$ cat src/rtl/mips_pkg.sv
// Shared constants and state encoding for the boot-time instruction-memory loader.
package mips_pkg;

    localparam int unsigned HDR_BYTES  = 2;
    localparam int unsigned WORD_BYTES = 4;
    localparam int unsigned CNT_W      = 8 * HDR_BYTES;
    localparam int unsigned LANE_W     = $clog2(WORD_BYTES);

    typedef enum logic [2:0] {
        StHdrHi,
        StHdrLo,
        StData,
        StChk,
        StDone,
        StErr
    } ld_state_e;

endpackage

$ cat src/rtl/imem_loader_if.sv
// Byte-stream input and instruction-memory write port of the loader.
interface imem_loader_if #(
    parameter int unsigned ADDR_W = 8
);
    logic [7:0]        rx_data;
    logic              rx_valid;
    logic              rx_ready;
    logic              imem_we;
    logic [ADDR_W-1:0] imem_addr;
    logic [31:0]       imem_wdata;

    modport master (
        output rx_data, rx_valid,
        input  rx_ready, imem_we, imem_addr, imem_wdata
    );

    modport slave (
        input  rx_data, rx_valid,
        output rx_ready, imem_we, imem_addr, imem_wdata
    );
endinterface

$ cat src/rtl/imem_word_asm.sv
// Assembles big-endian bytes into 32-bit words; word_done flags the completing byte.
module imem_word_asm
    import mips_pkg::*;
(
    input  logic        clk,
    input  logic        reset,
    input  logic        en,
    input  logic [7:0]  byte_in,
    output logic        word_done,
    output logic [31:0] word_next
);

    logic [LANE_W-1:0] lane_q;
    logic [31:0]       word_q;

    assign word_next = {word_q[23:0], byte_in};
    assign word_done = en && (lane_q == LANE_W'(WORD_BYTES - 1));

    always_ff @(posedge clk) begin
        if (reset) begin
            lane_q <= '0;
            word_q <= '0;
        end else if (en) begin
            lane_q <= lane_q + 1'b1;
            word_q <= word_next;
        end
    end

endmodule

$ cat src/rtl/imem_loader.sv
// Streams a counted, XOR-checksummed program into instruction memory, then releases the core.
module imem_loader
    import mips_pkg::*;
#(
    parameter int unsigned IMEM_WORDS = 256,
    parameter int unsigned ADDR_W     = 8
) (
    input  logic          clk,
    input  logic          reset,
    imem_loader_if.slave  bus,
    output logic          cpu_reset,
    output logic          done,
    output logic          err
);

    if (ADDR_W != $clog2(IMEM_WORDS)) begin : g_bad_addr_w
        $error("ADDR_W must equal clog2(IMEM_WORDS)");
    end

    ld_state_e         state_q;
    logic [7:0]        cnt_hi_q;
    logic [CNT_W-1:0]  n_q;
    logic [ADDR_W-1:0] idx_q;
    logic [7:0]        csum_q;
    logic              rx_ready_q, imem_we_q, cpu_reset_q, done_q, err_q;
    logic [ADDR_W-1:0] imem_addr_q;
    logic [31:0]       imem_wdata_q;

    logic              acc;
    logic [CNT_W-1:0]  hdr_n;
    logic              last_word;
    logic              word_done;
    logic [31:0]       word_next;

    assign acc       = bus.rx_valid && rx_ready_q;
    assign hdr_n     = {cnt_hi_q, bus.rx_data};
    assign last_word = (CNT_W'(idx_q) + CNT_W'(1)) == n_q;

    imem_word_asm u_word_asm (
        .clk       (clk),
        .reset     (reset),
        .en        (acc && (state_q == StData)),
        .byte_in   (bus.rx_data),
        .word_done (word_done),
        .word_next (word_next)
    );

    always_ff @(posedge clk) begin
        if (reset) begin
            state_q      <= StHdrHi;
            cnt_hi_q     <= '0;
            n_q          <= '0;
            idx_q        <= '0;
            csum_q       <= '0;
            rx_ready_q   <= 1'b1;
            imem_we_q    <= 1'b0;
            imem_addr_q  <= '0;
            imem_wdata_q <= '0;
            cpu_reset_q  <= 1'b1;
            done_q       <= 1'b0;
            err_q        <= 1'b0;
        end else begin
            imem_we_q <= 1'b0;
            if (acc) begin
                unique case (state_q)
                    StHdrHi: begin
                        cnt_hi_q <= bus.rx_data;
                        csum_q   <= csum_q ^ bus.rx_data;
                        state_q  <= StHdrLo;
                    end
                    StHdrLo: begin
                        n_q    <= hdr_n;
                        csum_q <= csum_q ^ bus.rx_data;
                        if (hdr_n == '0) begin
                            state_q <= StChk;
                        end else if (hdr_n > CNT_W'(IMEM_WORDS)) begin
                            state_q    <= StErr;
                            err_q      <= 1'b1;
                            rx_ready_q <= 1'b0;
                        end else begin
                            state_q <= StData;
                        end
                    end
                    StData: begin
                        csum_q <= csum_q ^ bus.rx_data;
                        if (word_done) begin
                            imem_we_q    <= 1'b1;
                            imem_addr_q  <= idx_q;
                            imem_wdata_q <= word_next;
                            idx_q        <= idx_q + 1'b1;
                            if (last_word) state_q <= StChk;
                        end
                    end
                    StChk: begin
                        rx_ready_q <= 1'b0;
                        if (bus.rx_data == csum_q) begin
                            state_q     <= StDone;
                            done_q      <= 1'b1;
                            cpu_reset_q <= 1'b0;
                        end else begin
                            state_q <= StErr;
                            err_q   <= 1'b1;
                        end
                    end
                    default: ;
                endcase
            end
        end
    end

    assign bus.rx_ready   = rx_ready_q;
    assign bus.imem_we    = imem_we_q;
    assign bus.imem_addr  = imem_addr_q;
    assign bus.imem_wdata = imem_wdata_q;
    assign cpu_reset      = cpu_reset_q;
    assign done           = done_q;
    assign err            = err_q;

endmodule

$ cat src/flat_wrapper.sv
// flat-port wrapper written by rule: the top's interface ports become plain ports
module imem_loader_flat import mips_pkg::*;
#(
    parameter int unsigned IMEM_WORDS = 256,
    parameter int unsigned ADDR_W     = 8
)
  (clk, reset, cpu_reset, done, err, bus_rx_data, bus_rx_valid, bus_rx_ready, bus_imem_we, bus_imem_addr, bus_imem_wdata);
  imem_loader_if #(.ADDR_W(ADDR_W)) bus_i ();
  input  logic clk;
  input  logic reset;
  output logic cpu_reset;
  output logic done;
  output logic err;
  input wire logic [$bits(bus_i.rx_data)-1:0] bus_rx_data;
  input wire logic [$bits(bus_i.rx_valid)-1:0] bus_rx_valid;
  output wire logic [$bits(bus_i.rx_ready)-1:0] bus_rx_ready;
  output wire logic [$bits(bus_i.imem_we)-1:0] bus_imem_we;
  output wire logic [$bits(bus_i.imem_addr)-1:0] bus_imem_addr;
  output wire logic [$bits(bus_i.imem_wdata)-1:0] bus_imem_wdata;
  assign bus_i.rx_data = bus_rx_data;
  assign bus_i.rx_valid = bus_rx_valid;
  assign bus_rx_ready = bus_i.rx_ready;
  assign bus_imem_we = bus_i.imem_we;
  assign bus_imem_addr = bus_i.imem_addr;
  assign bus_imem_wdata = bus_i.imem_wdata;
  imem_loader #(.IMEM_WORDS(IMEM_WORDS), .ADDR_W(ADDR_W)) u_core (.clk(clk), .reset(reset), .bus(bus_i), .cpu_reset(cpu_reset), .done(done), .err(err));
endmodule
$ cat config.mk
export PLATFORM = sky130hd
export DESIGN_NAME = imem_loader_flat
export DESIGN_NICKNAME = d
export VERILOG_FILES = /design/src/rtl/mips_pkg.sv /design/src/rtl/imem_loader_if.sv /design/src/rtl/imem_word_asm.sv /design/src/rtl/imem_loader.sv /design/src/flat_wrapper.sv
export SDC_FILE = /design/constraint.sdc
export NUM_CORES = 1
export LEC_CHECK = 0
export ABC_AREA = 1
export ABC_CLOCK_PERIOD_IN_PS = 1680
export BUFFER_PORTS_ARGS = -buffer_cell sky130_fd_sc_hd__buf_2
export CORE_ASPECT_RATIO = 1.2
export CORE_MARGIN = 1
export CORE_UTILIZATION = 44
export DETAILED_ROUTE_END_ITERATION = 16
export GPL_ROUTABILITY_DRIVEN = 1
export GPL_TIMING_DRIVEN = 1
export PLACE_DENSITY = 0.68
export RECOVER_POWER = 50
export SKIP_LAST_GASP = 1
export SLEW_MARGIN = 20
export SYNTH_ARGS = -nofsm -noshare
export SYNTH_HDL_FRONTEND = slang
export SYNTH_SLANG_ARGS = --single-unit
$ cat constraint.sdc
create_clock -name clk -period 1.68 [get_ports clk]
set_clock_uncertainty 0.15 [all_clocks]
set_input_delay 0.084 -clock clk [delete_from_list [all_inputs] [get_ports clk]]
set_output_delay 0.084 -clock clk [all_outputs]
set_load 0.02 [all_outputs]
==> results by group, run 1 <==
Run status
  • Status: finished with violations
  • Failing checks: setup timing

Run
  • MaxCap Viol Count: 0

Clock tree
  • CTS buffer count: 17
  • Clk buf depth: 2
  • Clock transition at path regs: 50 ps
  • Latest clock arrival within the worst-skew pair: approximately 420 ps
  • CTS tree: built
  • CTS H-Tree Depth: 4
  • Clock sink total: 114
  • CTS root buf: clkbuf_16

Power
  • Pwr Total: approximately 0.0073 W
  • Peak VDD IR: 0.7562 mV
  • LEAKAGE: 2.301 nW
  • Pwr Density: roughly 1300 nW/um^2

Yosys
  • Post-synthesis simple-gate area fraction: between 15 and 20%
  • Post-synth top area cell: dfxtp_1
  • Post-synthesis cell count: 565
  • Synth warn: 0
  • Compound-Gate Fraction of Synth Area: 20.71%
  • Sequential cell area fraction in the yosys report: 51.39%
  • Avg Synthesized Cell Area: 7.859 um^2
  • Adder-Cell Fraction of Synth Area: 0.5635%
  • Unique masters post-synth: 31
  • Mapped Nets: 578
  • Post-Syn Area: 4441 um^2
  • Post-synthesis xor/xnor area fraction: roughly 1.8%
  • Top-area cell type share of the netlist area: 51.39%
  • Post-synthesis mux area share: 0%
  • Synthesized flop and latch total: 114
  • Synth area leaders: dfxtp_1 51%, a21oi_1 9.2%, o21ai_0 8.9%
  • Largest family of logic cells by synthesized area: compound AO/OA/AOI/OAI gates

Worst setup path
  • CP cell instances: buf_4 -> nand3_1 -> o21ai_1 -> nand2_1 -> nand2_1 -> nand3_1 -> nor2_2 -> nand2_4 -> a21oi_2 -> nor2_1
  • Slowest CP cell: dfxtp_2
  • Crit path max fanout: 5
  • CP Class: register to register
  • WP buf/inv: 1
  • Largest stage delay, worst path: 360 ps
  • Critical path arrival: 1960 ps
  • CP Launch Type: register
  • Worst path required time: 1850 ps
  • Crit. End Element: register
  • Critical path's top delay family: simple AND/OR/NAND/NOR gates

Placement
  • PortBufs: 55
  • DP HPWL: 6897 um
  • Placer congestion estimate: 0.8496
  • Placed cells: 732

Timing
  • Final WS setup: -113.8 ps
  • Relative max-transition margin: 76.35%
  • Final hold viol count: 0
  • Endpoints failing setup: 23
  • Total negative slack: -620.4 ps
  • Worst Max-Slew Pin Slew: 354.8 ps
  • Max Slew Vio Count: 0
  • Hold WS: 296.2 ps
  • Crit path time final: 1794 ps
  • Final Cycle Share: 106.8%
  • Maximum clock rate: around 560 MHz
  • RSZ-0062 raised after global routing: true

Detailed routing
  • WL final: 10510 um
  • Via density per instance: 5.156
  • Iter 0 DRT Violations: 165
  • Post-route ant nets: 0
  • Drt drc: 0
  • DR pass1 iterations: 5
  • Via count: approximately 4000
  • Drt wl/cell: 13.53 um

Final layout
  • Area Overhead vs Synth: 27.84%
  • Non-filler instance count after layout: 777
  • N_diodes: 0
  • Final Net Count: 654
  • Fraction of layout cells with a size suffix above 1: 14.98%
  • Post-layout util: 58.75%
  • Filler cell count: 908

GRT
  • Total grt overflow: 0
  • Total global-route track usage: 21.20%
  • First-pass GRT wire length: 17260 um
  • Pin count of the biggest net entering global routing: 98
  • Initial antenna violation count: 0
  • Vias in the first global route: 3742

Die
  • Die area: 10500 um^2
  • Initial Util: 45.96%
  • Die Height: between 100 and 150 um
  • Core area: 9662 um^2
  • Die width: 93.71 um
  • Row cnt: 39
  • # IOs: 56

Min path
  • Min-Delay Path Class: register to register
## report_power, final
part | leakage, nW | internal (W) | switching, W
Clock | 0.297 | 0.00236 | 0.00125
Sequential | 0.927 | 0.00288 | 0.0000953
Combinational | 1.08 | 0.000263 | 0.000441
## area by class of cell
| cell class | count | area (um^2) | area share [%] |
|---|---|---|---|
| timing repair buffer | 87 | 545.5 | 9.610 |
| inverter | 56 | 214.0 | 3.769 |
| sequential | 114 | 2287 | 40.29 |
| clock buffer | 19 | 442.9 | 7.803 |
| clock inverter | 13 | 161.4 | 2.843 |
| multi-input combinational | 365 | 1872 | 32.97 |
| tap | 123 | 153.9 | 2.711 |
## synthesized netlist by cell type
cell type and number:
buf_2 12, or3_1 1, nand4_1 6, nand2_2 3, nand2_1 68, nor3_2 1, o21ai_0 79, buf_4 4
nor2_2 2, clkbuf_1 13, xnor2_1 6, nor2_8 1, buf_6 1, a211oi_1 3, ha_1 2, nor2_4 1
clkinv_2 1, o21ai_1 17, inv_1 51, dfxtp_1 114, a21oi_1 82, xor2_1 3, nand3b_1 4, nand3_1 32
nor3_1 2, nand2_4 1, nor2_1 49, a31oi_1 1, or2_2 1, clkinv_1 1, inv_2 3
## state kept, by name (all words and copies together) (netlist names)
name,cells
u_core.state_q,3
u_core.bus.imem_addr,8
u_core.bus.imem_wdata,32
u_core.cnt_hi_q,8
u_core.bus.imem_we,1
u_core.csum_q,8
u_core.u_word_asm.lane_q,2
u_core.u_word_asm.word_q,24
u_core.bus.rx_ready,1
u_core.cpu_reset,1
u_core.done,1
u_core.n_q,16
u_core.idx_q,8
u_core.err,1
## kinds of logic (layout without fill, tap and decap cells)
| logic type | count (synthesis) | after routing |
|---|---|---|
| AOI/OAI and AO/OA | 182 | 182 |
| xor gates and xnor gates | 9 | 9 |
| DFF | 114 | 114 |
| buffers and inverters | 86 | 175 |
| adders and majority gates | 2 | 2 |
| and+or+nand+nor | 172 | 172 |
## layer usage
metal	up-vias	routed length [um]	global-route usage [%]
met5	-	0	0
met4	0	158	7.590
met3	13	382	6.843
met2	84	5359	36.55
met1	1869	4612	24.32
li1	2040	-	-
## layout by cell type (no fill, tap or decap), drive strengths merged
master	n
dfxtp	114
o21ai	96
a21oi	82
nand2	72
clkbuf	65
inv	54
nor2	53
nand3	32
buf	31
clkinv	11
dlygate4sd3	10
nand4	6
xnor2	6
nand3b	4
a211oi	3
xor2	3
bufinv	3
nor3	3
ha	2
a31oi	1
or3	1
or2	1
clkinvlp	1
## path summary, 6_finish.rpt
check	cells past startpoint	endpoint	slack (ps)	from
max	10	u_core.state_q[1]$_SDFFE_PP0P_	-110	u_core.idx_q[1]$_SDFFE_PP0P_
min	2	u_core.cpu_reset$_SDFFE_PP1P_	300	u_core.cpu_reset$_SDFFE_PP1P_
max reg2reg	10	u_core.state_q[1]$_SDFFE_PP0P_	-110	u_core.idx_q[1]$_SDFFE_PP0P_
min reg2reg	2	u_core.cpu_reset$_SDFFE_PP1P_	300	u_core.cpu_reset$_SDFFE_PP1P_
## stage by stage
stage	setup WS, ps	area, um^2
3_3_place_gp	-37.88	4915
2_1_floorplan	18.65	4443
4_1_cts	-97.39	5662
6_report	-113.8	5677
5_1_grt	-286.4	5677
3_5_place_dp	-115.2	4915
## tightest hold or removal path, cell delays in order (launching register included)
cell	delay [ps]
dfxtp_1	320
nand2_1	50
nand2_1	40
## timing repair
action | in CTS | in global routing
setup buffers | 1 | 2
hold buffers | 10 | 0
gates cloned | 0 | 0
endpoints found under the setup margin | 2 | 81
pin swaps | 7 | 6
resized for setup | 9 | 21
endpoints found under the hold margin | 58 | 0
No activity file was read; power rests on OpenSTA's default activity.
==> inputs of run 2 (changes only) <==
Settings changed: CTS_BUF_LIST set to sky130_fd_sc_hd__clkbuf_2, REMOVE_ABC_BUFFERS set to 1.
==> results by group, run 2 (same netlist as run 1, synthesis figures left out) <==
Final layout
  • Final Net Count: 659 (+0.76%)
  • Design area: 5446 um^2 (-4.1%)
  • Most common cell after layout, fill and taps aside: dfxtp_1
  • Max reg flops: 32 (unchanged)
  • Area Overhead vs Synth: 22.65%
  • N_diodes: 0 (unchanged)
  • Filler cell count: 925 (+1.9%)
  • Commonest non-fill, non-tap cells in the layout: 106 x dfxtp_1, 80 x a21oi_1, 74 x o21ai_0, 66 x nand2_1, 55 x buf_2
  • Post-layout util: 56.37% (-2.4 points)
  • Fraction of layout cells with a size suffix above 1: 23.98% (+9.0 points)

Die
  • Core area: 9662 um^2 (unchanged)
  • # IOs: 56 (unchanged)
  • Die area: 10500 um^2 (unchanged)
  • Die width: 93.71 um (unchanged)
  • Die Height: 112.0 um (unchanged)
  • Row cnt: 39 (unchanged)
  • Initial Util: 45.96% (unchanged)

GRT
  • Initial antenna violation count: 0 (unchanged)
  • Total global-route track usage: 20.90% (-0.30 points)
  • Total grt overflow: 0 (unchanged)
  • Vias in the first global route: 3817 (+2.0%)
  • First-pass GRT wire length: 17130 um (-0.80%)
  • Pin count of the biggest net entering global routing: 34 (-65%)

Detailed routing
  • Drt wl/cell: 13.21 um (-2.3%)
  • Iter 0 DRT Violations: 203 (+23%)
  • Via density per instance: 5.095 (-1.2%)
  • Post-route ant nets: 0 (unchanged)
  • Drt drc: 0 (unchanged)
  • Via count: 3984 (-0.55%)
  • WL final: 10330 um (-1.7%)
  • DR pass1 iterations: 4 (-1)

Timing
  • Maximum clock rate: 570.1 MHz (+2.3%)
  • Hold WS: 138.2 ps (-158.0 ps)
  • Crit path time final: 1754 ps (-39.68 ps)
  • Total negative slack: -149.7 ps (+470.7 ps)
  • RSZ-0062 raised after global routing: true
  • Max Slew Vio Count: 0 (unchanged)
  • Endpoints failing setup: 3 (-87%)
  • Final WS setup: -74.14 ps (+39.68 ps)
  • Relative max-transition margin: 70.21% (-6.1 points)
  • Final Cycle Share: 104.4% (-2.4 points)
  • Worst Max-Slew Pin Slew: 446.8 ps (+92.02 ps)
  • Final hold viol count: 0 (unchanged)

Worst setup path
  • Reg2Reg Launch Point: u_core.idx_q[0]$_SDFFE_PP0P_
  • Crit path max fanout: 4 (-1)
  • Worst reg2reg path depth: 12 (+2)
  • Register-to-register path setup slack: -70 ps (+40 ps)
  • Critical Path Start: u_core.idx_q[0]$_SDFFE_PP0P_
  • Crit. End Element: register
  • Critical path arrival: 2180 ps (+220 ps)
  • CP Launch Type: register
  • CP Capture Point: u_core.state_q[1]$_SDFFE_PP0P_
  • CP Class: register to register
  • Worst R2R End: u_core.state_q[1]$_SDFFE_PP0P_
  • Worst path required time: 2110 ps (+260 ps)

Power
  • LEAKAGE: 2.336 nW (+1.5%)
  • Peak VDD IR: 0.5379 mV (-29%)
  • Pwr Density: 982.7 nW/um^2 (-23%)

Run status
  • Failing checks: setup timing
  • Status: finished with violations

Placement
  • DP HPWL: 7033 um (+2.0%)
  • PortBufs: 55 (unchanged)
  • Placer congestion estimate: 0.8454 (-0.49%)
  • Placement Cell Area: 4947 um^2 (+0.66%)
  • Dpl ws: -59.31 ps (+55.87 ps)

Min path
  • Hold Startpoint: bus_rx_data[3]
  • Min-Delay Path Class: input port to register

Clock tree
  • CTS root buf: clkbuf_2
  • Clk buf depth: 2 (unchanged)
  • CTS buffer count: 17 (unchanged)
  • Clock sink total: 114 (unchanged)
  • CTS H-Tree Depth: 4 (unchanged)
  • Latest clock arrival within the worst-skew pair: 680 ps (+260 ps)
  • Clock transition at path regs: 200 ps (+150 ps)
  • CTS tree: built

Run
  • MaxCap Viol Count: 0 (unchanged)
-- run 2: changes by cell type in the layout (fill, tap and decap cells not counted), moves of 7 or more --
cell and delta:
clkbuf_2 +16, clkbuf_16 -17, clkbuf_1 -46, buf_2 +46, clkinvlp_4 +7
-- run 2: power by group --
group          total [W]  switching, W  leakage [nW]  internal (W)
Combinational   0.000732      0.000441          1.29      0.000290
Clock            0.00164       0.00111         0.114      0.000535
Sequential       0.00298      0.000100         0.929       0.00288
-- run 2: layout make-up --
type | count | area [um^2] | share of cell area (%)
clock inverters | 15 | 135.1 | 2.481
inverters | 56 | 215.2 | 3.951
clock buffers | 17 | 85.08 | 1.562
repair buffers | 91 | 640.6 | 11.76
well taps | 123 | 153.9 | 2.826
repair inverters | 1 | 7.507 | 0.1378
multi-input cells | 365 | 1914 | 35.15
flip-flops and latches | 114 | 2295 | 42.13
-- run 2: worst min path at each step --
stage	endpoint	slack, ps	cells past startpoint
after CTS	u_core.cnt_hi_q[7]$_SDFFE_PP0P_	60	4
after detailed placement	u_core.cnt_hi_q[5]$_SDFFE_PP0P_	280	3
final	u_core.csum_q[3]$_SDFFE_PP0P_	140	4
after global routing	u_core.csum_q[3]$_SDFFE_PP0P_	60	4
after global placement	u_core.cnt_hi_q[3]$_SDFFE_PP0P_	270	3
after floorplan	u_core.bus.imem_addr[1]$_SDFFE_PP0P_	3	1
-- run 2: metrics by stage --
stage	cells	power [W]
2_1_floorplan	535	0.003443
3_3_place_gp	735	0.003641
3_5_place_dp	735	0.003669
4_1_cts	779	0.005339
5_1_grt	782	0.005631
6_report	782	0.005352
-- run 2: per-layer routing --
metal	share of wire (%)	up-vias	global-route usage, %
met1	44	1838	24.94
met2	49	78	34.06
li1	-	2048	-
met3	3.8	20	5.691
met4	2.9	0	10.97
met5	0	-	0
-- run 2: worst max-delay path: stages, from the launching register on --
cell and delay, ps:
dfxtp_4 390, ha_4 260, inv_2 30, nand2_1 50, nand2_1 50, nor2_1 90
nand3_1 70, nor2_1 90, nand3_1 80, nor2_2 100, nand2_2 110, a21oi_2 140
nor2_1 60
-- run 2: timing repair --
action                                  4_1_cts  5_1_grt
endpoints found under the setup margin        4       70
hold buffers                                 10        0
setup buffers                                 2        2
resized for setup                            12       30
endpoints found under the hold margin       114        0
pin swaps                                     5        5
gates cloned                                  0        1
==> inputs of run 3 (changes only) <==
Settings changed: CORE_ASPECT_RATIO 1.2 to 0.6.
==> results by group, run 3 (same netlist as run 1, synthesis figures left out) <==
Run status
  • Status: finished with violations
  • Failing checks: setup timing

Power
  • Pwr Total: 0.005534 W (+3.4%)
  • Pwr Density: 1020 nW/um^2 (+3.8%)
  • LEAKAGE: 2.383 nW (+2.0%)
  • Peak VDD IR: 0.5365 mV (-0.26%)

Die
  • Die Height: 79.82 um (-29%)
  • Die area: 10510 um^2 (+0.11%)
  • Row cnt: 27 (-31%)
  • Core area: 9493 um^2 (-1.7%)
  • Initial Util: 46.78% (+0.82 points)
  • Die width: 131.7 um (+41%)
  • # IOs: 56 (unchanged)

Clock tree
  • Clock sink total: 114 (unchanged)
  • CTS buffer count: 17 (unchanged)
  • Latest clock arrival within the worst-skew pair: 640 ps (-40 ps)
  • CTS root buf: clkbuf_2
  • CTS H-Tree Depth: 4 (unchanged)
  • Clock transition at path regs: 170 ps (-30 ps)
  • CTS tree: built
  • Clk buf depth: 2 (unchanged)

Placement
  • Placer congestion estimate: 0.8323 (-1.5%)
  • Dpl ws: -142.5 ps (-83.17 ps)
  • PortBufs: 55 (unchanged)
  • DP HPWL: 7272 um (+3.4%)

Timing
  • Hold WS: 163.6 ps (+25.38 ps)
  • Final hold viol count: 0 (unchanged)
  • Max Slew Vio Count: 0 (unchanged)
  • Total negative slack: -243.0 ps (-93.25 ps)
  • Worst Max-Slew Pin Slew: 428.3 ps (-18.52 ps)
  • Endpoints failing setup: 5 (+2)
  • Final Cycle Share: 106.7% (+2.3 points)
  • Crit path time final: 1792 ps (+38.34 ps)
  • Maximum clock rate: 557.9 MHz (-2.1%)
  • RSZ-0062 raised after global routing: true
  • Final WS setup: -112.5 ps (-38.34 ps)
  • Relative max-transition margin: 71.40% (+1.2 points)

Final layout
  • Final Net Count: 657 (-0.30%)
  • N_diodes: 0 (unchanged)
  • Area Overhead vs Synth: 22.20%
  • Fraction of layout cells with a size suffix above 1: 23.44% (-0.54 points)
  • Post-layout util: 57.16% (+0.79 points)
  • Max reg flops: 32 (unchanged)
  • Most common cell after layout, fill and taps aside: dfxtp_1
  • Commonest non-fill, non-tap cells in the layout: 108 x dfxtp_1, 80 x a21oi_1, 79 x o21ai_0, 65 x nand2_1, 55 x buf_2

GRT
  • Pin count of the biggest net entering global routing: 94 (+180%)
  • Total global-route track usage: 21.65% (+0.75 points)
  • Total grt overflow: 0 (unchanged)
  • First-pass GRT wire length: 17680 um (+3.2%)
  • Vias in the first global route: 3691 (-3.3%)
  • Initial antenna violation count: 0 (unchanged)

Detailed routing
  • Drt drc: 0 (unchanged)
  • Via count: 4018 (+0.85%)
  • Post-route ant nets: 0 (unchanged)
  • Iter 0 DRT Violations: 375 (+85%)
  • Drt wl/cell: 13.69 um (+3.6%)
  • DR pass1 iterations: 5 (+1)
  • WL final: 10780 um (+4.3%)
  • Via density per instance: 5.105 (+0.21%)

Worst setup path
  • CP Launch Type: register
  • Crit path max fanout: 5 (+1)
  • CP Class: register to register
  • Worst path required time: 2080 ps (-30 ps)
  • Critical path arrival: 2190 ps (about the same)
  • Crit. End Element: register

Min path
  • Min-Delay Path Class: input port to register

Run
  • MaxCap Viol Count: 0 (unchanged)
run 3: cell types whose count changed in the layout (fill, tap and decap cells not counted), moves of 3 or more:
cell | before | now
clkinvlp_4 | 8 | 2
nand3_2 | 2 | 5
nand3_1 | 30 | 27
clkinv_2 | 1 | 6
o21ai_0 | 74 | 79
clkinv_4 | 4 | 0
o21ai_1 | 21 | 16
run 3: final timing paths:
check	start	to	slack, ps	cells after the start
setup / recovery	u_core.idx_q[1]$_SDFFE_PP0P_	u_core.state_q[0]$_SDFFE_PP0P_	-110	12
hold / removal	reset	u_core.state_q[2]$_SDFFE_PP0P_	160	3
setup reg to reg	u_core.idx_q[1]$_SDFFE_PP0P_	u_core.state_q[0]$_SDFFE_PP0P_	-110	12
hold reg to reg	u_core.u_word_asm.word_q[18]$_SDFFE_PP0P_	u_core.bus.imem_wdata[26]$_SDFFE_PP0P_	320	2
run 3: timing repair:
action	CTS	global route
hold buffers	10	0
endpoints found under the hold margin	114	0
gates resized for setup	9	26
endpoints found under the setup margin	8	46
pin swaps	6	12
cloned	0	0
setup buffers	0	2
run 3: layout make-up:
type | count | area, um^2
sequential | 114 | 2290
clock buffer | 18 | 90.09
tap | 130 | 162.7
fill | 880 | 4066
timing repair buffer | 90 | 621.8
multi-input combinational | 365 | 1906
clock inverter | 14 | 145.1
inverter | 56 | 211.5
run 3: metal layers:
metal | GRT usage [%] | share of wire, % | wire length [um]
met5 | 0 | 0 | 0
met4 | 8.953 | 1.4 | 153
met3 | 5.460 | 5.5 | 597
met2 | 32.06 | 42 | 4544
met1 | 29.88 | 51 | 5480
run 3: worst max-delay path: stages, from the launching register on:
cell and delay (ps):
dfxtp_2 390, buf_4 140, nand2_1 60, nor2_2 170
nand2_1 80, nand2_1 70, nand2_1 70, nand2_1 60
nand3_1 80, nor2_2 100, nand2_2 120, a21oi_2 150
nor2_1 60
run 3: through the flow:
step	std cells	instance area, um^2
after floorplan	535	4290
after global placement	743	4964
after detailed placement	743	4964
after CTS	785	5328
after global routing	787	5426
final	787	5426
run 3: power breakdown:
part	total (W)	internal, W	leakage, nW	switching (W)
clock network	0.00183	0.000801	0.143	0.00103
registers	0.00297	0.00287	0.928	0.0000999
logic	0.000729	0.000287	1.31	0.000442
